--- src/rtl/writeback_stage_pkg.sv ---
// Shared types for the writeback stage: load-type codes, FSM state encodings and widths.
package writeback_stage_pkg;

  localparam int unsigned DataWidth    = 32;
  localparam int unsigned RegAddrWidth = 5;

  typedef enum logic [2:0] {
    LtLb  = 3'd0,
    LtLbu = 3'd1,
    LtLh  = 3'd2,
    LtLhu = 3'd3,
    LtLw  = 3'd4
  } load_type_e;

  typedef enum logic [2:0] {
    StEmpty   = 3'd0,
    StWait    = 3'd1,
    StReady   = 3'd2,
    StDone    = 3'd3,
    StDiscard = 3'd4
  } wb_state_e;

  // States in which a data-SRAM response is still outstanding.
  function automatic logic is_busy(input wb_state_e s);
    return (s == StWait) || (s == StDiscard);
  endfunction

endpackage

--- src/rtl/writeback_stage_load_align.sv ---
// Combinational load alignment: picks the addressed byte/half and sign- or zero-extends it.
module writeback_stage_load_align
  import writeback_stage_pkg::*;
#(
  parameter int unsigned DW = DataWidth
) (
  input  logic [DW-1:0] rdata_i,
  input  logic [1:0]    addr_lo_i,
  input  logic [2:0]    load_type_i,
  output logic [DW-1:0] data_o
);

  logic [7:0]  byte_sel;
  logic [15:0] half_sel;

  always_comb begin
    byte_sel = rdata_i[7:0];
    unique case (addr_lo_i)
      2'd0: byte_sel = rdata_i[7:0];
      2'd1: byte_sel = rdata_i[15:8];
      2'd2: byte_sel = rdata_i[23:16];
      2'd3: byte_sel = rdata_i[31:24];
      default: byte_sel = rdata_i[7:0];
    endcase
    half_sel = addr_lo_i[1] ? rdata_i[31:16] : rdata_i[15:0];
  end

  always_comb begin
    data_o = rdata_i;
    case (load_type_e'(load_type_i))
      LtLb:    data_o = {{(DW - 8){byte_sel[7]}}, byte_sel};
      LtLbu:   data_o = {{(DW - 8){1'b0}}, byte_sel};
      LtLh:    data_o = {{(DW - 16){half_sel[15]}}, half_sel};
      LtLhu:   data_o = {{(DW - 16){1'b0}}, half_sel};
      default: data_o = rdata_i;
    endcase
  end

endmodule

--- src/rtl/writeback_stage.sv ---
// Final pipeline stage: holds the MEM/WB bundle, waits for load data, and retires each
// instruction with exactly one register-file write plus the matching commit trace.
module writeback_stage
  import writeback_stage_pkg::*;
#(
  parameter int unsigned DW = DataWidth,
  parameter int unsigned RW = RegAddrWidth
) (
  input  logic          clk,
  input  logic          rst,
  input  logic          stall_in,
  input  logic          flush,
  input  logic          in_valid,
  input  logic [DW-1:0] final_result,
  input  logic [RW-1:0] write_reg_in,
  input  logic          reg_write_in,
  input  logic          mem_to_reg_in,
  input  logic [2:0]    load_type_in,
  input  logic [1:0]    addr_lo_in,
  input  logic [DW-1:0] pc_in,
  input  logic [DW-1:0] inst_in,
  input  logic [DW-1:0] data_rdata,
  input  logic          data_data_ok,
  output logic          wb_stall,
  output logic          rf_we,
  output logic [RW-1:0] rf_waddr,
  output logic [DW-1:0] rf_wdata,
  output logic [DW-1:0] debug_wb_pc,
  output logic [3:0]    debug_wb_rf_wen,
  output logic [RW-1:0] debug_wb_rf_wnum,
  output logic [DW-1:0] debug_wb_rf_wdata
);

  wb_state_e     state_q;
  logic [DW-1:0] result_q;
  logic [DW-1:0] wdata_q;
  logic [DW-1:0] pc_q;
  logic [RW-1:0] waddr_q;
  logic          reg_write_q;
  logic          mem_to_reg_q;
  logic [2:0]    load_type_q;
  logic [1:0]    addr_lo_q;

  logic [DW-1:0] aligned_data;
  logic          load_en;
  logic          unused_inst;

  // The instruction word travels with the bundle but nothing in WB consumes it.
  assign unused_inst = ^inst_in;

  assign load_en = !stall_in && !is_busy(state_q);

  writeback_stage_load_align #(
    .DW(DW)
  ) u_load_align (
    .rdata_i    (data_rdata),
    .addr_lo_i  (addr_lo_q),
    .load_type_i(load_type_q),
    .data_o     (aligned_data)
  );

  always_ff @(posedge clk) begin
    if (rst) begin
      state_q      <= StEmpty;
      result_q     <= '0;
      wdata_q      <= '0;
      pc_q         <= '0;
      waddr_q      <= '0;
      reg_write_q  <= 1'b0;
      mem_to_reg_q <= 1'b0;
      load_type_q  <= '0;
      addr_lo_q    <= '0;
    end else if (flush) begin
      // An outstanding response must still be swallowed unless it arrives right now.
      if (is_busy(state_q) && !data_data_ok) begin
        state_q <= StDiscard;
      end else begin
        state_q <= StEmpty;
      end
    end else begin
      unique case (state_q)
        StWait: begin
          if (data_data_ok) begin
            wdata_q <= aligned_data;
            state_q <= StReady;
          end
        end
        StDiscard: begin
          if (data_data_ok) begin
            state_q <= StEmpty;
          end
        end
        default: begin
          if (load_en) begin
            if (in_valid) begin
              result_q     <= final_result;
              pc_q         <= pc_in;
              waddr_q      <= write_reg_in;
              reg_write_q  <= reg_write_in;
              mem_to_reg_q <= mem_to_reg_in;
              load_type_q  <= load_type_in;
              addr_lo_q    <= addr_lo_in;
              state_q      <= mem_to_reg_in ? StWait : StReady;
            end else begin
              state_q <= StEmpty;
            end
          end else if (state_q == StReady) begin
            state_q <= StDone;
          end
        end
      endcase
    end
  end

  assign wb_stall          = is_busy(state_q);
  assign rf_we             = (state_q == StReady) && reg_write_q && (waddr_q != '0);
  assign rf_waddr          = waddr_q;
  assign rf_wdata          = mem_to_reg_q ? wdata_q : result_q;
  assign debug_wb_pc       = pc_q;
  assign debug_wb_rf_wen   = {4{rf_we}};
  assign debug_wb_rf_wnum  = rf_waddr;
  assign debug_wb_rf_wdata = rf_wdata;

endmodule

--- config.mk ---
export PLATFORM = sky130hd
export DESIGN_NAME = writeback_stage
export DESIGN_NICKNAME = d
export VERILOG_FILES = /design/src/rtl/writeback_stage_pkg.sv /design/src/rtl/writeback_stage_load_align.sv /design/src/rtl/writeback_stage.sv
export SDC_FILE = /design/constraint.sdc
export NUM_CORES = 1
export LEC_CHECK = 0
export CAP_MARGIN = 20
export CORE_ASPECT_RATIO = 0.8
export CORE_UTILIZATION = 41
export CTS_CLUSTER_DIAMETER = 30
export DETAILED_ROUTE_END_ITERATION = 10
export MAX_ROUTING_LAYER = met4
export PLACE_DENSITY = 0.86
export RECOVER_POWER = 25
export SLEW_MARGIN = 30
export SYNTH_ARGS = -nofsm -noshare
export SYNTH_HDL_FRONTEND = slang
export SYNTH_SLANG_ARGS = --single-unit
--- constraint.sdc ---
create_clock -name clk -period 1.8 [get_ports clk]
set_input_delay 0.27 -clock clk [delete_from_list [all_inputs] [get_ports clk]]
set_output_delay 0.27 -clock clk [all_outputs]
set_load 0.05 [all_outputs]
==> metrics.md, run 1 <==
| Metric | Value |
|---|---|
| Syn_nets | about 720 |
| Drc violations | 0 |
| I/O pins | 258 |
| R2R depth | 4 |
| CP endpoint kind | primary output |
| Post-layout min period | 1.77 ns |
| CTS Hold Bufs | 0 |
| Detail Route Antenna Nets | 0 |
| M1 GR Usage | between 20% and 30% |
| PwrDens | 663 mW/mm2 |
| Area of the mapped netlist | 0.00545 mm2 |
| Post-route cell area | 0.00856 mm2 |
| Share of cells above drive strength 1 | 23.8% |
| TritonCTS clock tree | done |
| Vias per cell | 5.21 |
| Yosys cell types | 44 |
| Arrival time worst endpoint | 1.50 ns |
| Max frequency | between 0.5 and 0.6 GHz |
| Leak Pwr | 3.10 nW |
| Cells after DPL | 912 |
| First-pass GRT wire length | 24300 um |
| CP max stage cell | clkdlybuf4s50_1 |
| Clock Pin Slew Worst Setup and Hold Paths | 0.07 ns |
| Slew Limit Fails | 0 |
| Setup CP Type | reg -> out |
| CTS sink count | roughly 110 |
| Hold WC Path Type | in -> reg |
| Die Ht | 105 um |
| R2R setup slack | ~0.080 ns |
| TNS Setup | 0 ns |
| Fill cells | roughly 990 |
| R2R Path End | wdata_q[8]$_SDFFE_PP0P_ |
| Post-DP HPWL | 12200 um |
| CP Launch Type | register |
| Worst Path Required | 1.53 ns |
| Buf/Inv on CP | 1 |
| Finished Core Util | ~66% |
| Crit-path leading delay family | buffers and inverters |
| Pre-CTS setup slack | -0.0996 ns |
| Die ar. | around 0.014 mm2 |
| Starting Density | 42.2% |
| Post-DP Area | 0.00833 mm2 |
| Antenna violations before repair | 0 |
| Worst-Skew Late Latency | approximately 0.35 ns |
| Global routing usage on met2 | 39.0% |
| Fin crit share | approximately 100% |
| Crit path launch | debug_wb_pc[29]$_SDFFE_PP0P_ |
| Diodes inserted | 0 |
| Max-cap viol count | 0 |
| GP Congestion | 0.925 |
| Asr flop ratio synth | 0% |
| Ys flop type | dfxtp_1 |
| Min-Delay Endpoint | result_q[21]$_SDFFE_PP0P_ |
| Hold Crit Depth | 2 |
| Status | completed |
| Worst Hold Launch | rst |
| Peak supply drop | 0.478 mV |
| Vias | 4863 |
| Htree depth | 3 |
| Post-synth EDFFs | 0 |
| Final hold violation count | 0 |
| Total track usage | 23.4% |
| Clk buf depth | 2 |
| Final hold slack | 0.255 ns |
| GR Util met3 | 5.79% |
| Worst-path cell chain | clkdlybuf4s50_1 |
| Slew of the pin with the lowest slew margin | ~0.66 ns |
| Num CTS Buffers | 9 |
| Ys Warns | 0 |
| Slew HR | 56.3% |
| Clk root buf | clkbuf_16 |
| Initial drt markers | 289 |
| Core area | about 0.013 mm2 |
| Vias in the first global route | approximately 4900 |
| Most used routing layer in global routing | met2 |
| CP peak stage delay | slightly above 0.8 ns |
| Most frequent cells in the layout | clkdlybuf4s50_1 (123), nor2_1 (108), dfxtp_1 (108) |
| Finished Layout Cells | about 930 |
| Post-DR wirelength/cell | about 17 um |
| Setup violators final | 0 |
| Setup ws final | 0.0280 ns |
| Gr ovfl total | 0 |
| Detailed-router iteration count before antenna repair | 5 |
| FF+latch count, synth | 111 |
| Largest net degree at the start of global routing | 54 |
| Num rows | 37 |
| Most common cell after layout, fill and taps aside | clkdlybuf4s50_1 |
| Total power | 5.67 mW |
| NumNets Final | 900 |
| Die extent in x | ~130 um |
| P&R area growth vs syn | 57.3% |
| Sequential area share after synthesis | 40.8% |
| I/O Buffers | 225 |
| Clk_skew | between 0.004 and 0.005 ns |
| Reg2Reg Launch Point | addr_lo_q[1]$_SDFFE_PP0P_ |
| Cell count after synthesis | 569 |
| Drt total wl | 16200 um |
| Avg Inst Size Synth | 9.57 um2 |
| Maximum fanout along the worst path | 2 |
[Yosys cell counts (all sizes together), types with 2 or more instances]
master	number	area share, %
nand2	25	1.7
a31oi	2	0.34
mux2	34	7.0
nand2b	2	0.23
dfxtp	111	41
o41ai	2	0.32
a31o	8	1.3
nand3b	17	2.3
a21oi	10	0.92
nor2b	2	0.23
and2b	2	0.28
inv	4	0.28
o2111a	8	1.7
nor2	108	7.4
buf	63	8.6
a211oi	24	4.2
mux2i	86	16
and3	2	0.23
nand3	15	1.4
nor3	4	0.37
clkbuf	23	1.6
[power by group]
group          total [mW]  switching (mW)  internal (mW)
combinational        1.24           0.637          0.608
clock                1.87           0.919          0.948
sequential           2.56          0.0429           2.52
total                5.67            1.60           4.08
[layer usage]
metal	vias up	routed length, um
met2	217	7890
met4	0	226
met3	20	1280
met5	-	0
li1	2314	-
met1	2312	6770
[worst max path at each step]
stage / to / depth (start not counted)
3_3_place_gp: wdata_q[10]$_SDFFE_PP0P_ / 5
4_1_cts: debug_wb_rf_wdata[31] / 3
3_5_place_dp: wdata_q[8]$_SDFFE_PP0P_ / 5
2_1_floorplan: rf_wdata[10] / 4
5_1_grt: debug_wb_pc[29] / 1
6_report: debug_wb_pc[29] / 1
[cells by family after synthesis]
logic type                Yosys count  share of synthesized area [%]
and+or+nand+nor                   181                           14.9
AOI/OAI and AO/OA                  65                           10.4
DFF                               111                           40.8
xor gates and xnor gates            1                          0.161
muxes                             121                           23.3
buffers and inverters              90                           10.5
[state kept, by name (all words and copies together) (netlist names)]
signal / count
addr_lo_q: 2
debug_wb_pc: 32
debug_wb_rf_wnum: 5
load_type_q: 3
mem_to_reg_q: 1
reg_write_q: 1
result_q: 32
state_q: 3
wdata_q: 32
[worst reg2reg max path: cells and delay by family, from the launching register on]
kind,cells,cell delay (ns)
mux,1,0.58
flops,1,0.51
compound gates,2,0.41
simple gates,1,0.11
[what timing repair did]
action,CTS,global route
setup buffers,3,3
pin swaps,0,0
resized for setup,8,31
setup endpoints to repair,47,103
[area by class of cell]
type	instances	area, um2	share of cell area [%]
repair buffers	260	3130	36.5
multi-input cells	368	2700	31.5
flip-flops and latches	111	2230	26.0
clock buffers	10	229	2.67
well taps	175	219	2.56
clock inverters	6	46.3	0.541
inverters	4	15.0	0.175
Note: power is estimated with default switching activity, not from simulation.
==> inputs of run 2 (changes only) <==
CTS_CLUSTER_SIZE = 25   (was not set)
==> results of run 2 <==
No change in the layout: final DEF, timing and power equal those of run 1.
